$ cat config.mk
export PLATFORM = sky130hd
export DESIGN_NAME = adc733_codec_port
export DESIGN_NICKNAME = d
export VERILOG_FILES = /design/src/rtl/adc733_codec_port.sv
export SDC_FILE = /design/constraint.sdc
export NUM_CORES = 1
export LEC_CHECK = 0
export CORE_ASPECT_RATIO = 1.75
export CORE_MARGIN = 3
export CORE_UTILIZATION = 59
export DETAILED_ROUTE_END_ITERATION = 8
export PLACE_DENSITY = 0.84
export RECOVER_POWER = 100
export SLEW_MARGIN = 20
export SYNTH_ARGS = -nofsm -noshare
export SYNTH_HDL_FRONTEND = slang
export SYNTH_SLANG_ARGS = --single-unit
export TNS_END_PERCENT = 100
$ cat constraint.sdc
create_clock -name clk -period 3.9 [get_ports clk]
set_input_delay 0.78 -clock clk [delete_from_list [all_inputs] [get_ports clk]]
set_output_delay 0.78 -clock clk [all_outputs]
set_load 0.01 [all_outputs]
$ cat src/rtl/adc733_codec_port.sv
// Codec-side end of the adc733 serial port: divides clk down to SCLK, sends one framed
// sample word per frame on SDO and collects framed control words arriving on SDI.
module adc733_codec_port #(
    parameter int SCLK_DIV    = 2,
    parameter int WORD_BITS   = 16,
    parameter int FRAME_SCLKS = 64
) (
    input  logic                 clk,
    input  logic                 rst_l,
    input  logic                 SE,
    input  logic                 sync,
    output logic                 SCLK,
    output logic                 SDOFS,
    output logic                 SDO,
    input  logic                 SDIFS,
    input  logic                 SDI,
    input  logic [WORD_BITS-1:0] tx_data,
    input  logic                 tx_valid,
    output logic                 tx_ready,
    output logic                 tx_underrun,
    output logic [WORD_BITS-1:0] rx_data,
    output logic                 rx_valid,
    output logic                 rx_err
);
    localparam int DIV_W = (SCLK_DIV > 1) ? $clog2(SCLK_DIV) : 1;
    localparam int FC_W  = $clog2(FRAME_SCLKS);
    localparam int BC_W  = $clog2(WORD_BITS + 1);

    typedef enum logic [1:0] {T_IDLE, T_FS, T_SHIFT} tx_state_t;
    typedef enum logic {R_IDLE, R_SHIFT} rx_state_t;

    logic [DIV_W-1:0]     r_div;
    logic                 r_sclk;
    logic [FC_W-1:0]      r_fcnt;
    logic                 r_sync_pend;
    logic                 w_div_wrap, w_rise_en, w_fall_en;
    logic [FC_W-1:0]      w_fcnt_cur;

    tx_state_t            r_tx_state, w_tx_state_next;
    logic [WORD_BITS-1:0] r_tx_word, w_tx_word_next;
    logic [BC_W-1:0]      r_tx_cnt, w_tx_cnt_next;
    logic                 r_sdofs, w_sdofs_next, r_sdo, w_sdo_next;
    logic                 r_tx_ready, w_tx_ready_next, r_tx_underrun, w_tx_underrun_next;

    rx_state_t            r_rx_state, w_rx_state_next;
    logic [WORD_BITS-1:0] r_rx_shift, w_rx_shift_next, r_rx_data, w_rx_data_next;
    logic [BC_W-1:0]      r_rx_cnt, w_rx_cnt_next;
    logic                 r_rx_valid, w_rx_valid_next, r_rx_err, w_rx_err_next;

    assign w_div_wrap = (r_div == DIV_W'(SCLK_DIV - 1));
    assign w_rise_en  = SE && w_div_wrap && !r_sclk;
    assign w_fall_en  = SE && w_div_wrap && r_sclk;
    // A pending (or coincident) sync makes the upcoming rise the start of a new frame.
    assign w_fcnt_cur = (r_sync_pend || sync) ? '0 : r_fcnt;

    always_ff @(posedge clk or negedge rst_l) begin
        if (!rst_l) begin
            r_div       <= '0;
            r_sclk      <= 1'b0;
            r_fcnt      <= '0;
            r_sync_pend <= 1'b0;
        end else if (!SE) begin
            r_div       <= '0;
            r_sclk      <= 1'b0;
            r_fcnt      <= '0;
            r_sync_pend <= 1'b0;
        end else begin
            if (w_div_wrap) begin
                r_div  <= '0;
                r_sclk <= !r_sclk;
            end else begin
                r_div <= r_div + DIV_W'(1);
            end
            if (w_rise_en) begin
                r_fcnt      <= (w_fcnt_cur == FC_W'(FRAME_SCLKS - 1)) ? '0 : w_fcnt_cur + FC_W'(1);
                r_sync_pend <= 1'b0;
            end else if (sync) begin
                r_sync_pend <= 1'b1;
            end
        end
    end

    always_comb begin
        w_tx_state_next    = r_tx_state;
        w_tx_word_next     = r_tx_word;
        w_tx_cnt_next      = r_tx_cnt;
        w_sdofs_next       = r_sdofs;
        w_sdo_next         = r_sdo;
        w_tx_ready_next    = 1'b0;
        w_tx_underrun_next = 1'b0;
        if (!SE) begin
            w_tx_state_next = T_IDLE;
            w_sdofs_next    = 1'b0;
            w_sdo_next      = 1'b0;
        end else if (w_rise_en) begin
            if (w_fcnt_cur == '0) begin
                w_tx_state_next    = T_FS;
                w_sdofs_next       = 1'b1;
                w_sdo_next         = 1'b0;
                w_tx_cnt_next      = '0;
                w_tx_word_next     = tx_valid ? tx_data : '0;
                w_tx_ready_next    = tx_valid;
                w_tx_underrun_next = !tx_valid;
            end else begin
                case (r_tx_state)
                    T_FS: begin
                        w_tx_state_next = T_SHIFT;
                        w_sdofs_next    = 1'b0;
                        w_sdo_next      = r_tx_word[WORD_BITS-1];
                        w_tx_word_next  = r_tx_word << 1;
                        w_tx_cnt_next   = BC_W'(1);
                    end
                    T_SHIFT: begin
                        // r_tx_cnt counts bits already on the wire; the last one has now had its SCLK.
                        if (r_tx_cnt == BC_W'(WORD_BITS)) begin
                            w_tx_state_next = T_IDLE;
                            w_sdo_next      = 1'b0;
                        end else begin
                            w_sdo_next     = r_tx_word[WORD_BITS-1];
                            w_tx_word_next = r_tx_word << 1;
                            w_tx_cnt_next  = r_tx_cnt + BC_W'(1);
                        end
                    end
                    default: begin
                        w_sdofs_next = 1'b0;
                        w_sdo_next   = 1'b0;
                    end
                endcase
            end
        end
    end

    always_comb begin
        w_rx_state_next = r_rx_state;
        w_rx_shift_next = r_rx_shift;
        w_rx_data_next  = r_rx_data;
        w_rx_cnt_next   = r_rx_cnt;
        w_rx_valid_next = 1'b0;
        w_rx_err_next   = 1'b0;
        if (!SE) begin
            w_rx_err_next   = (r_rx_state == R_SHIFT);
            w_rx_state_next = R_IDLE;
        end else if (w_fall_en) begin
            case (r_rx_state)
                R_IDLE: begin
                    if (SDIFS) begin
                        w_rx_state_next = R_SHIFT;
                        w_rx_cnt_next   = '0;
                    end
                end
                default: begin
                    if (SDIFS) begin
                        w_rx_err_next = 1'b1;
                        w_rx_cnt_next = '0;
                    end else begin
                        w_rx_shift_next = {r_rx_shift[WORD_BITS-2:0], SDI};
                        if (r_rx_cnt == BC_W'(WORD_BITS - 1)) begin
                            w_rx_data_next  = {r_rx_shift[WORD_BITS-2:0], SDI};
                            w_rx_valid_next = 1'b1;
                            w_rx_state_next = R_IDLE;
                        end else begin
                            w_rx_cnt_next = r_rx_cnt + BC_W'(1);
                        end
                    end
                end
            endcase
        end
    end

    always_ff @(posedge clk or negedge rst_l) begin
        if (!rst_l) begin
            r_tx_state    <= T_IDLE;
            r_tx_word     <= '0;
            r_tx_cnt      <= '0;
            r_sdofs       <= 1'b0;
            r_sdo         <= 1'b0;
            r_tx_ready    <= 1'b0;
            r_tx_underrun <= 1'b0;
            r_rx_state    <= R_IDLE;
            r_rx_shift    <= '0;
            r_rx_data     <= '0;
            r_rx_cnt      <= '0;
            r_rx_valid    <= 1'b0;
            r_rx_err      <= 1'b0;
        end else begin
            r_tx_state    <= w_tx_state_next;
            r_tx_word     <= w_tx_word_next;
            r_tx_cnt      <= w_tx_cnt_next;
            r_sdofs       <= w_sdofs_next;
            r_sdo         <= w_sdo_next;
            r_tx_ready    <= w_tx_ready_next;
            r_tx_underrun <= w_tx_underrun_next;
            r_rx_state    <= w_rx_state_next;
            r_rx_shift    <= w_rx_shift_next;
            r_rx_data     <= w_rx_data_next;
            r_rx_cnt      <= w_rx_cnt_next;
            r_rx_valid    <= w_rx_valid_next;
            r_rx_err      <= w_rx_err_next;
        end
    end

    assign SCLK        = r_sclk;
    assign SDOFS       = r_sdofs;
    assign SDO         = r_sdo;
    assign tx_ready    = r_tx_ready;
    assign tx_underrun = r_tx_underrun;
    assign rx_data     = r_rx_data;
    assign rx_valid    = r_rx_valid;
    assign rx_err      = r_rx_err;
endmodule

==> flow_summary_export.csv <==
group,metric,value,unit
status,status,"complete, but fails checks",
status,violations,"max-capacitance violations, max-slew violations",
routing,vias_per_cell,5.595,
clock_network,cts_hold_buf,0,
clock_network,htree_levels,3,
routing,num_vias,2406,
worst_setup_path,r2r-start,"SCLK$_DFFE_PN0N_",
synthesis,synthDistinctLibCells,50,
timing,period_minus_slack,3.056,ns
worst_setup_path,crit_type,"in2reg",
worst_setup_path,ff2ff_path_depth,5,
synthesis,yosys.area.top_type_share,52.45,%
routing,drt-total-wl,6.510,mm
floorplan,fp.dieH,109.0,um
layout,seqCellArea,1877,um2
floorplan,coreArea,5720,um2
worst_setup_path,cp_max_fo,17,
global_route,grt_pass1_wl,11.12,mm
synthesis,synth_cells,301,
power_and_ir_drop,vdd_drop_max,0.0002783,V
clock_network,cts_resized,0,
clock_network,cts-root-buf,"clkbuf_8",
synthesis,synthSimpleGateAreaFrac,12.10,%
place,io_buffer_count,45,
synthesis,syn-num-nets,332,
min_path,min_from,"rx_data[12]$_DFFE_PN0P_",
synthesis,ys_ff_latch,75,
worst_setup_path,cp.arrival,3.30,ns
global_route,track_usage,20.80,%
global_route,grt_pass1_vias,2463,
worst_setup_path,r2r-end,"rx_data[6]$_DFFE_PN0P_",
place,dp_hpwl,4.308,mm
timing,slew_headroom,-17.85,%
worst_setup_path,worstSetupEndpointType,"flop",
clock_network,cts.sinks,75,
routing,ant_nets,0,
routing,remaining_drc_errors,0,
clock_network,cts_made_buffers,9,
routing,first_iter_violations,193,
synthesis,synth-edff-count,0,
synthesis,synth_xor_area_share,0.2448,%
synthesis,synthAdderAreaFrac,2.797,%
synthesis,ys_seq_area_share,52.45,%
timing,rsz0062_at_grt,"no",
synthesis,synth_area,3578,um2
min_path,min_delay_path_depth,1,
synthesis,synth_top_flop_cell,"dfrtp_1",
layout,layout_commonest_cell,"dfrtp_1",
power_and_ir_drop,leakage,2.107,nW
timing,hold_viol,0,
floorplan,ioPinCount,46,
worst_setup_path,critPathRequiredTime,4.14,ns
layout,fillers,431,
min_path,whs_endpoint,"rx_data[12]$_DFFE_PN0P_",
timing,setup_viol,0,
job,drv_cap,1,
timing,slew_viol_final,76,
layout,multiInputGateArea,1528,um2
floorplan,fp.dieW,64.87,um
timing,fin_skew,0.005510,ns
clock_network,postCtsSetupBuffers,0,
layout,n_antenna_cell,0,
routing,wl_per_cell,15.14,um
synthesis,synth_top_family_by_area,"multiplexers",
floorplan,rows,36,
synthesis,netlist_top_cells_area,"dfrtp_1, mux2_2, mux2i_1, ha_1, nand2_1",
synthesis,ys_warn_count,0,
min_path,hold_class,"reg2reg",
synthesis,synth_mux_area_share,19.83,%
layout,layout_common_cells,"dfrtp_1, mux2_2, nand2_1, dlygate4sd3_1, mux2i_1",
layout,drive_gt1_share,18.08,%
clock_network,clock_path_buffers,2,
timing,fin_crit_sh,78.36,%
power_and_ir_drop,power,1.634,mW
worst_setup_path,critPathLaunchType,"input pin",
floorplan,initial_utilization,62.55,%
global_route,overflow,0,
timing,hold_slack,0.5035,ns
clock_network,tritoncts,"done",
layout,syn2layout_area_growth,18.57,%
synthesis,syn_avg_cell_area,11.89,um2
layout,final_cell_count_no_fill,430,
power_and_ir_drop,powerDensity,385.1,nW/um2
place,place_congestion,0.7516,
timing,max_clock_freq,327.2,MHz
synthesis,async_reset_ff_share,100.0,%
synthesis,yosysTopAreaCell,"dfrtp_1",
timing,tightest_slew,1.768,ns
routing,dr.pass1.iters,4,
clock_network,clkLatencyLatePin,0.36,ns
layout,nets,380,
timing,fin_tns_setup,0,ns
worst_setup_path,r2r_slack,1.54,ns
clock_network,clkTransAtPathRegs,0.08,ns
global_route,antenna_found_initial,0,
place,place_inst,414,
synthesis,synth_compound_area_share,8.042,%
floorplan,dieArea,7072,um2
global_route,grt_start_max_net_pins,76,
stage by stage:
stage               cell area (um2)  utilization (%)  setup WS, ns
floorplan                      3578                -         1.649
global placement               4061            71.00        0.9238
detailed placement             4061            71.00        0.8592
CTS                            4264            74.54         1.253
global route                   4243            74.17        0.7079
finish                         4243            74.17        0.8441
cell type report:
class                      count  share of cell area, %
sequential                    75                  44.23
timing repair buffer          49                  10.97
inverter                      20                  1.769
clock buffer                  10                  3.244
multi-input combinational    194                  36.01
clock inverter                 6                  1.533
tap                           76                  2.241
kinds of logic after synthesis:
logic type | count (synthesis)
AOI/OAI and AO/OA | 42
DFF | 75
adders and majority gates | 8
muxes | 65
and+or+nand+nor | 78
xor gates and xnor gates | 1
buffers and inverters | 32
report_power, final:
group	switching, mW	internal, mW	leakage [nW]
logic	0.0919	0.0842	0.994
clock network	0.290	0.311	0.0905
registers	0.0270	0.829	1.02
total	0.409	1.22	2.11
metal layers:
metal,GRT usage (%),vias up,part of all wire (%)
li1,-,1149,-
met1,24.60,1180,42
met2,34.43,62,50
met3,6.082,15,4.5
met4,9.985,0,2.5
met5,0,-,0
critical path: stages:
cell and delay [ns]:
dlygate4sd3_1 0.69, nand3_1 0.20, nor2_4 0.12, clkbuf_1 0.66, nand2_2 0.44, mux2_2 0.40
how the worst max path moves through the flow:
stage                     startpoint                         to  slack, ns  cells after the start
after floorplan                 sync   r_tx_word[5]$_DFFE_PN0P_       1.65                      9
after global placement          sync  r_tx_word[10]$_DFFE_PN0P_       0.92                      8
after detailed placement        sync  r_tx_word[15]$_DFFE_PN0P_       0.86                      8
after CTS                       sync  r_tx_word[15]$_DFFE_PN0P_       1.25                      8
after global routing              SE     rx_data[1]$_DFFE_PN0P_       0.71                      6
final                             SE     rx_data[6]$_DFFE_PN0P_       0.84                      6
flip-flops by register name, indices dropped and copies added (netlist names):
signal / cells
r_tx_word: 16
rx_data: 16
r_rx_shift: 15
r_fcnt: 6
r_rx_cnt: 5
r_tx_cnt: 5
r_tx_state: 2
SCLK: 1
SDO: 1
SDOFS: 1
r_div: 1
r_rx_state: 1
r_sync_pend: 1
rx_err: 1
rx_valid: 1
tx_ready: 1
tx_underrun: 1
synthesized netlist by cell type, types with 2 or more instances:
master    count
a21boi_0      7
a21o_1        2
a21oi_1       5
a22oi_1       2
and2_1        8
and3_1        3
buf_4         2
buf_6         3
clkbuf_1      5
dfrtp_1      75
ha_1          8
inv_1        20
mux2_2       39
mux2_4        2
mux2i_1      24
nand2_1      26
nand2b_1      4
nand3_1       9
nand4_1       3
nor2_1        3
nor2b_1       5
nor3_1        2
nor4_1        4
o21ai_0      13
o31ai_1       2
(Power assumes the default switching activity.)
